**src/rtl/event_xbar_pkg.sv**
```systemverilog
// -----------------------------------------------------------------------------
// event_xbar_pkg
// Shared types for the PMU event crossbar.
//   xbar_mode_t    : per-channel output mode (level / rise / fall / off)
//   xbar_cfg_t     : one channel's routing config {sel, mode}
//   xbar_reset_cfg : identity-map config for a channel (sel = ch mod n_in)
// The select field is sized to a fixed maximum width so the struct can be
// shared by every parameterisation; the top only ever stores values that
// fit in its own SEL_W.
// -----------------------------------------------------------------------------
package event_xbar_pkg;

   typedef enum logic [1:0] {
      MODE_LEVEL = 2'b00,
      MODE_RISE  = 2'b01,
      MODE_FALL  = 2'b10,
      MODE_OFF   = 2'b11
   } xbar_mode_t;

   // Largest source-select width supported (N_IN up to 1024).
   localparam int unsigned XBAR_SEL_MAX_W = 10;

   typedef struct packed {
      logic [XBAR_SEL_MAX_W-1:0] sel;
      xbar_mode_t                mode;
   } xbar_cfg_t;

   function automatic xbar_cfg_t xbar_reset_cfg(input int unsigned ch,
                                                input int unsigned n_in);
      xbar_cfg_t c;
      c.sel  = XBAR_SEL_MAX_W'(ch % n_in);
      c.mode = MODE_LEVEL;
      return c;
   endfunction

endpackage

```
**src/rtl/event_xbar_ch.sv**
```systemverilog
// -----------------------------------------------------------------------------
// event_xbar_ch
// One output channel of the event crossbar: source mux, edge-detect history
// and the registered output.
// Ports:
//   clk_i    : clock, rising edge
//   rstn_i   : synchronous active-low reset
//   event_i  : SoC event vector
//   cfg_i    : active {sel, mode} for this channel
//   commit_i : config commit strobe; the map changes on this edge
//   event_o  : registered routed event for this channel
// -----------------------------------------------------------------------------
module event_xbar_ch
   import event_xbar_pkg::*;
#(
   parameter int unsigned N_IN = 32
) (
   input  logic            clk_i,
   input  logic            rstn_i,
   input  logic [N_IN-1:0] event_i,
   input  xbar_cfg_t       cfg_i,
   input  logic            commit_i,
   output logic            event_o
);

   logic mux;
   logic prev_q;
   logic armed_q;
   logic event_q;
   logic event_d;

   // Selects beyond the last source read as constant 0.
   always_comb begin
      mux = 1'b0;
      for (int i = 0; i < int'(N_IN); i++) begin
         if (cfg_i.sel == XBAR_SEL_MAX_W'(i)) begin
            mux = event_i[i];
         end
      end
   end

   always_comb begin
      event_d = 1'b0;
      case (cfg_i.mode)
         MODE_LEVEL: event_d = mux;
         MODE_RISE:  event_d = mux & ~prev_q & armed_q;
         MODE_FALL:  event_d = ~mux & prev_q & armed_q;
         MODE_OFF:   event_d = 1'b0;
         default:    event_d = 1'b0;
      endcase
   end

   // armed drops for one cycle after a commit (and after reset) so that the
   // first sample on a new map is never compared against a sample taken from
   // the old source.
   always_ff @(posedge clk_i) begin
      if (!rstn_i) begin
         prev_q  <= 1'b0;
         armed_q <= 1'b0;
         event_q <= 1'b0;
      end else begin
         prev_q  <= mux;
         armed_q <= ~commit_i;
         event_q <= event_d;
      end
   end

   assign event_o = event_q;

endmodule

```
**src/rtl/event_xbar.sv**
```systemverilog
// -----------------------------------------------------------------------------
// event_xbar
// Configurable PMU event crossbar. Routes any of N_IN SoC events to any of
// N_OUT counter inputs with a per-channel level / rise / fall / off mode.
// Config is written into a shadow copy and made active for all channels at
// once on a commit strobe.
// Ports:
//   clk_i, rstn_i   : clock, synchronous active-low reset
//   event_i         : SoC event vector (bit i = source i)
//   event_o         : registered routed events (bit x = counter x)
//   cfg_we_i        : shadow write strobe for channel cfg_idx_i
//   cfg_idx_i       : channel to write (>= N_OUT is ignored)
//   cfg_sel_i       : source select to write
//   cfg_mode_i      : mode to write (00 level, 01 rise, 10 fall, 11 off)
//   cfg_commit_i    : copy whole shadow map into the active map
//   cfg_pending_o   : a shadow write has happened since the last commit
//   rd_idx_i        : channel to read back
//   rd_sel_o        : active select of rd_idx_i, one cycle later
//   rd_mode_o       : active mode of rd_idx_i, one cycle later
// Strobe semantics: cfg_we_i and cfg_commit_i are single-cycle strobes with
// no back-pressure; each high cycle acts exactly once on that clock edge.
// A write and a commit on the same edge commit the written value.
// -----------------------------------------------------------------------------
module event_xbar
   import event_xbar_pkg::*;
#(
   parameter  int unsigned N_IN  = 32,
   parameter  int unsigned N_OUT = 24,
   localparam int unsigned SEL_W = $clog2(N_IN),
   localparam int unsigned IDX_W = (N_OUT > 1) ? $clog2(N_OUT) : 1
) (
   input  logic             clk_i,
   input  logic             rstn_i,
   input  logic [N_IN-1:0]  event_i,
   output logic [N_OUT-1:0] event_o,
   input  logic             cfg_we_i,
   input  logic [IDX_W-1:0] cfg_idx_i,
   input  logic [SEL_W-1:0] cfg_sel_i,
   input  logic [1:0]       cfg_mode_i,
   input  logic             cfg_commit_i,
   output logic             cfg_pending_o,
   input  logic [IDX_W-1:0] rd_idx_i,
   output logic [SEL_W-1:0] rd_sel_o,
   output logic [1:0]       rd_mode_o
);

   localparam logic [IDX_W:0]          IDX_LIM = (IDX_W+1)'(N_OUT);
   localparam logic [XBAR_SEL_MAX_W:0] SEL_LIM = (XBAR_SEL_MAX_W+1)'(N_IN);

   xbar_cfg_t shadow_q [N_OUT];
   xbar_cfg_t shadow_d [N_OUT];
   xbar_cfg_t active_q [N_OUT];
   xbar_cfg_t wr_cfg;
   xbar_cfg_t rd_cfg;
   logic      write_hit;
   logic      pending_q;
   logic [SEL_W-1:0] rd_sel_d;
   logic [SEL_W-1:0] rd_sel_q;
   logic [1:0]       rd_mode_q;

   // Writes to a channel index past the last channel are dropped entirely.
   assign write_hit = cfg_we_i && ({1'b0, cfg_idx_i} < IDX_LIM);

   always_comb begin
      wr_cfg      = '0;
      wr_cfg.sel  = XBAR_SEL_MAX_W'(cfg_sel_i);
      wr_cfg.mode = xbar_mode_t'(cfg_mode_i);
   end

   // Readback mux: indexes past the last channel read as zero.
   always_comb begin
      rd_cfg = '0;
      for (int x = 0; x < int'(N_OUT); x++) begin
         if (rd_idx_i == IDX_W'(x)) begin
            rd_cfg = active_q[x];
         end
      end
   end

   // Stored selects always fit in SEL_W; the range guard keeps the upper
   // struct bits meaningful rather than silently truncated.
   assign rd_sel_d = ({1'b0, rd_cfg.sel} < SEL_LIM) ? rd_cfg.sel[SEL_W-1:0]
                                                     : '0;

   for (genvar x = 0; x < int'(N_OUT); x++) begin : g_ch
      // shadow_d already contains this cycle's write, so a same-edge commit
      // picks it up.
      assign shadow_d[x] = (write_hit && (cfg_idx_i == IDX_W'(x))) ? wr_cfg
                                                                   : shadow_q[x];

      event_xbar_ch #(
         .N_IN (N_IN)
      ) u_ch (
         .clk_i    (clk_i),
         .rstn_i   (rstn_i),
         .event_i  (event_i),
         .cfg_i    (active_q[x]),
         .commit_i (cfg_commit_i),
         .event_o  (event_o[x])
      );
   end

   always_ff @(posedge clk_i) begin
      if (!rstn_i) begin
         for (int unsigned x = 0; x < N_OUT; x++) begin
            shadow_q[x] <= xbar_reset_cfg(x, N_IN);
            active_q[x] <= xbar_reset_cfg(x, N_IN);
         end
         pending_q <= 1'b0;
         rd_sel_q  <= '0;
         rd_mode_q <= '0;
      end else begin
         for (int unsigned x = 0; x < N_OUT; x++) begin
            shadow_q[x] <= shadow_d[x];
            if (cfg_commit_i) begin
               active_q[x] <= shadow_d[x];
            end
         end
         // Commit wins over a same-edge write: the write is in the new map.
         if (cfg_commit_i) begin
            pending_q <= 1'b0;
         end else if (write_hit) begin
            pending_q <= 1'b1;
         end
         rd_sel_q  <= rd_sel_d;
         rd_mode_q <= rd_cfg.mode;
      end
   end

   assign cfg_pending_o = pending_q;
   assign rd_sel_o      = rd_sel_q;
   assign rd_mode_o     = rd_mode_q;

endmodule

```
**config.mk**
```make
export PLATFORM = sky130hd
export DESIGN_NAME = event_xbar
export DESIGN_NICKNAME = d
export VERILOG_FILES = /design/src/rtl/event_xbar_pkg.sv /design/src/rtl/event_xbar_ch.sv /design/src/rtl/event_xbar.sv
export SDC_FILE = /design/constraint.sdc
export NUM_CORES = 2
export LEC_CHECK = 0
export CORE_ASPECT_RATIO = 0.7
export CORE_MARGIN = 2
export CORE_UTILIZATION = 48
export CTS_CLUSTER_DIAMETER = 40
export DETAILED_ROUTE_END_ITERATION = 12
export SETUP_SLACK_MARGIN = 0.5
export SLEW_MARGIN = 10
export SYNTH_ARGS = -nofsm -noshare
export SYNTH_HDL_FRONTEND = slang
export SYNTH_SLANG_ARGS = --single-unit
export TNS_END_PERCENT = 50
```
**constraint.sdc**
```tcl
create_clock -name clk_i -period 10.9 [get_ports clk_i]
set_input_delay 2.18 -clock clk_i [delete_from_list [all_inputs] [get_ports clk_i]]
set_output_delay 2.18 -clock clk_i [all_outputs]
set_load 0.005 [all_outputs]
```
# Word-level counts from Yosys, hierarchy flattened
# Memories as Yosys holds them, arrays and structs flattened.
# Index checks and enable logic that the tools add are counted.
totals:
  regBits: 57
  mem_bits_rw: 576
  inputBits: 53
  mem_count: 2
classes:
  order_cmp: 2
  n_eq_ne: 862
  mux: 893
  bitwise_logic: 194
  reduce_logical: 77
mem_list:
  columns: ["memory", "words", "word_bits", "rd", "rd_ports_with_merged_regs", "write_ports", "line", "rtl"]
  rows:
  - ["active_q", 24, 12, 24, 0, 24, "event_xbar.sv:52", "xbar_cfg_t active_q [N_OUT];"]
  - ["shadow_q", 24, 12, 24, 0, 24, "event_xbar.sv:50", "xbar_cfg_t shadow_q [N_OUT];"]
op_table:
  columns: ["op", "count"]
  rows:
  - ["== test 10 x 5 -> 1 bit (second input constant)", 384]
  - ["== test 10 x 4 -> 1 bit (second input constant)", 192]
  - ["two-way mux 12 bit", 96]
  - ["== test 10 x 3 -> 1 bit (second input constant)", 96]
  - ["two-way mux 1 bit", 773]
  - ["== test 10 x 2 -> 1 bit (second input constant)", 48]
  - ["== test 10 x 1 -> 1 bit (second input constant)", 24]
  - ["zero test 10 bit", 24]
  - ["bitwise AND 1 bit", 96]
  - ["== test 2 bit (second input constant)", 48]
  - ["one-hot mux 1 bit (4 select lines)", 24]
  - ["== test 5 x 4 -> 1 bit (second input constant)", 16]
  - ["== test 5 bit (second input constant)", 16]
  - ["NOT 1 bit", 50]
  - ["== test 2 x 1 -> 1 bit (second input constant)", 24]
  - ["zero test 2 bit", 24]
  - ["OR 1 bit", 48]
  - ["== test 5 x 3 -> 1 bit (second input constant)", 8]
  - ["logical AND 1 bit", 25]
  - ["== test 5 x 2 -> 1 bit (second input constant)", 4]
  - ["== test 5 x 1 -> 1 bit (second input constant)", 2]
  - ["zero test 5 bit", 2]
  - ["< comparator 10 x 6 -> 1 bit (second input constant)", 1]
  - ["< comparator 5 bit (second input constant)", 1]
  - ["other kinds (2)", 2]

# Logic depth before layout (Yosys ltp)
# An unclocked memory read counts as a cell.
logic_depth:
  ltp_word: 38
  depth_mapped: 14

# Cells and area by module
# A second synthesis with hierarchy kept.
unflattened:
  hier_cells: 4338
  area_unflattened_um2: 40387.5
by_module_without_submodules:
  columns: ["module", "n_inst", "cells_per_inst", "area_per_inst_um2", "seq_area_each_um2"]
  rows:
  - ["event_xbar", 1, 2027, 23108.4, 14574.0]
  - ["event_xbar_ch at g_ch[10].u_ch ...", 23, 96, 718.2, 60.1]
  - ["event_xbar_ch at g_ch[0].u_ch", 1, 103, 760.7, 60.1]

# Worst setup path after synthesis
# Ideal clock, no wire load.
synth_timing:
  path_type: "input-to-reg"
  startpoint: "input port rstn_i"
  endpoint: "memory active_q[0][0] (netlist name), enable pin"
  arrival_ns: 8.712
  required_ns: 10.261
  path_slack_ns: 1.549
  path_stages: 6
  path_cell_list: "clkbuf_1 inv_2 clkbuf_1 clkbuf_1 nor2_1 inv_1"
synth_lines:
  columns: ["item", "line", "rtl"]
  rows:
  - ["start, declared", "event_xbar.sv:33", "input logic rstn_i,"]
  - ["end, declared", "event_xbar.sv:52", null]

# Worst setup path in the final report
layout_timing:
  startpoint: "input port rd_idx_i[2]"
  endpoint: "register rd_sel_q[3] (netlist: rd_sel_o[3])"
layout_between:
  elab_chain_cells: 27
  elab_cells_between_ends: 50
  cone_classes: "1 x order compare; 23 x eq/ne; 24 x mux; 2 x reduce/logical"
layout_lines:
  columns: ["item", "line", "rtl"]
  rows:
  - ["start, declared", "event_xbar.sv:42", "input logic [IDX_W-1:0] rd_idx_i,"]
  - ["zero test 5 bit", "event_xbar.sv:74", "if (rd_idx_i == IDX_W'(x)) begin"]
  - ["two-way mux 12 bit (23 in a row)", "event_xbar.sv:74", null]
  - ["two-way mux 12 bit (*)", "event_xbar.sv:74", null]
  - ["< comparator 10 x 6 -> 1 bit", "event_xbar.sv:82", "assign rd_sel_d = ({1'b0, rd_cfg.sel} < SEL_LIM) ? rd_cfg.sel[SEL_W-1:0]"]
  - ["AND reduction 2 bit (no source line)", null, null]
  - ["end signal, assigned", "event_xbar.sv:125", "rd_sel_q <= rd_sel_d;"]
  - ["end, declared", "event_xbar.sv:58", "logic [SEL_W-1:0] rd_sel_q;"]
# Every way passes the cells marked *; elsewhere a longest branch is shown, timed or not.
# A chain may end at the register's enable or synchronous reset.

==> impl_results.md <==
* Clock latency on the worst-skew pair at 0.66 ns
* Share of the synthesized area in the top cell type at 23.8%
* Post-DP HPWL at 92.3 mm
* Hold Path Cell Cnt at 2
* Via count at 32.6k
* # port buffers at 84
* Unrepaired setup endpoints after global routing: no
* Pleak at 15.4 nW
* Worst Skew at 0.0406 ns
* Die width at 333 um
* CP Data Required Time at 11.48 ns
* # hold bufs at CTS at 0
* CP Capture Type: flop
* Tightest Hold Check Type: reg2reg
* Synth warnings at 0
* FMAX at 188 MHz
* Vias in the first global route at 28.9k
* Clock sink count at 633
* Net Count, Synth at 4173
* Total track usage at 36.0%
* CTS tree: built
* Drt first pass iters at 7
* Core Area at 75000 um^2
* Max Cap Viol at 0
* Register-to-Register Path Depth at 8
* Worst-Margin Slew at 1.33 ns
* Initial antenna violation count at 4
* PD cells at 148 nW/um^2
* Final Core Density at 53.0%
* Die H at 234 um
* CP max stage delay at 1.19 ns
* Tot Pwr at 0.00587 W
* CP max stage cell: clkdlybuf4s50_1
* Syn Area/Cell at 8.92 um^2
* Synth Instances at 4072
* Post-synth top cells: 432 x nand2_1, 345 x dfxtp_1, 311 x clkbuf_1, 295 x nor2_1, 288 x edfxtp_1
* CP arrival at 5.91 ns
* Post-Route Setup TNS at 0 ns
* Initial DRC count at 5049
* Drt drc at 0
* Number of core rows at 84
* Setup bufs post-CTS at 0
* Post-route insts no fill at 4930
* Max-slew violations at 0
* WL/cell at 29.1 um
* Worst-path clk slew at 0.06 ns
* Critical path class: in2reg
* Largest net degree at the start of global routing at 174
* CTS buffer count at 73
* Status: complete, no violations
* Post-route minimum period at 5.33 ns
* Final #Nets at 3978
* Initial Util at 48.4%
* GRT overflow at 0
* First-pass GRT wire length at 206 mm
* Synthesis-to-layout area growth at 9.43%
* ANT nets after route at 0
* Synth cell types at 98
* Share of cells above drive strength 1 at 8.20%
* H-Tree Level Count at 3
* Number of synthesized register bits at 633
* Full die area at 78000 um^2
* Root buf cell: clkbuf_16
* Final period util at 48.9%
* Routed vias/inst at 6.60
* Dominant cell type by area after synthesis: edfxtp_1
* Post-CTS Resized at 0
* CTS max path bufs at 3
* IO Count at 85
* Sequential-to-total area share from yosys stat at 42.8%
* WL final at 143 mm
* Placed insts at 4791
* # setup viols final at 0
* Final RePlAce weighted congestion at 1.02
* Final WS setup at 5.57 ns
* Critical-path maximum fanout at 26
* Cell count along the critical path at 10
* Crit-path cells: clkdlybuf4s50_1, inv_1, or3_1, a21oi_1, a41oi_1, o22ai_1, o2111ai_1, o31a_1, o21bai_4, a211oi_2
* Top post-synthesis cells by area: edfxtp_1 24%, dfxtp_1 19%, mux2i_1 5.4%
* Post-synth EDFFs at 288
* Worst slack, placed at 5.10 ns
* Post-Syn Area at 36300 um^2
* Dominant synthesized flop cell: dfxtp_1
* CP delay by family, top: buffers and inverters
* Max VDD drop at 0.144 mV
* Worst Path Buf+Inv at 2
* Async S/R FF share, synth at 0%
* Relative slew margins at 11.1%
* Worst setup SP type: input port
* Hold Fails Final Rpt at 0
* Most common cell in the netlist: nand2_1
==> metrics by stage <==
stage | hold WS [ns] | cell area, um^2
6_report | 0.454 | 39800
2_1_floorplan | 0.434 | 36300
4_1_cts | 0.457 | 39800
3_3_place_gp | 0.443 | 37200
3_5_place_dp | 0.449 | 37200
5_1_grt | 0.473 | 39800
==> logic make-up (layout without fill, tap and decap cells) <==
family / count (synthesis) / count (layout) / share of synthesized area [%]
AO/OA/AOI/OAI: 976 / 976 / 17.4
AND/OR/NAND/NOR: 1593 / 1593 / 22.2
other: 0 / 3 / 0
XOR/XNOR: 3 / 3 / 0.0723
multiplexers: 283 / 283 / 9.86
adder cells (fa/ha/maj): 48 / 48 / 1.65
flip-flops: 633 / 633 / 42.8
buffers and inverters: 536 / 402 / 6.07
==> power by group <==
group	total [W]	switching (W)	internal, W
Combinational	0.000655	0.000446	0.000209
Clock	0.00258	0.00107	0.00150
Sequential	0.00264	0.000103	0.00254
==> cells in the final DEF (no fill, tap or decap), drive strengths merged, types with 25 or more instances in the layout <==
cell and instances:
ha 48, nand3b 25, nand2 433, nand3 161, o211ai 41, clkinv 26, or4 28, a31oi 58
nor3 83, and2 203, mux2i 197, nand2b 60, o21ai 226, nor2 295, mux4 57, edfxtp 288
inv 125, mux2 29, a211oi 36, and3 134, a22oi 29, a21oi 267, dfxtp 345, nor2b 48
nor3b 30, buf 70, o22ai 55, clkdlybuf4s50 77, clkbuf 97
==> worst reg2reg max path: stages, from the launching register on <==
cell	delay, ns
edfxtp_1	0.47
or4_1	0.57
nor3b_2	0.58
nand2_1	0.09
mux4_2	0.47
o2111ai_1	0.18
nand2_1	0.09
o21ai_1	0.65
mux2i_1	0.28
==> routing by layer <==
| layer | vias up | GRT usage (%) | wire length [um] |
|---|---|---|---|
| met5 | - | 0 | 0 |
| met4 | 0 | 14.5 | 6210 |
| met3 | 349 | 11.9 | 20200 |
| met2 | 2140 | 47.2 | 54300 |
| met1 | 15600 | 53.5 | 62500 |
| li1 | 14500 | - | - |
==> sequential cells by signal, indices dropped and copies added (netlist names) <==
register and count:
shadow_q 288, rd_sel_o 5, g_ch.u_ch.event_o 24, g_ch.u_ch.prev_q 24, rd_mode_o 2, active_q 288
cfg_pending_o 1, g_ch.u_ch.armed_q 1
==> area by class of cell <==
| cell class | count | area, um^2 |
|---|---|---|
| clock buffer | 97 | 2080 |
| fill | 6784 | 35300 |
| timing repair buffer | 147 | 1320 |
| clock inverter | 39 | 514 |
| antenna | 3 | 7.51 |
| tap | 989 | 1240 |
| sequential | 633 | 15600 |
| inverter | 119 | 457 |
| multi-input combinational | 2903 | 18600 |
==> final timing paths <==
kind	start	to	slack, ns
max reg2reg	active_q[1][57]	g_ch[12].u_ch.event_o	7.44
min	shadow_q[1][85]	shadow_q[1][85]	0.45
max	rd_idx_i[2]	rd_sel_o[3]	5.57
min reg2reg	shadow_q[1][85]	shadow_q[1][85]	0.45
(Power assumes the default switching activity.)
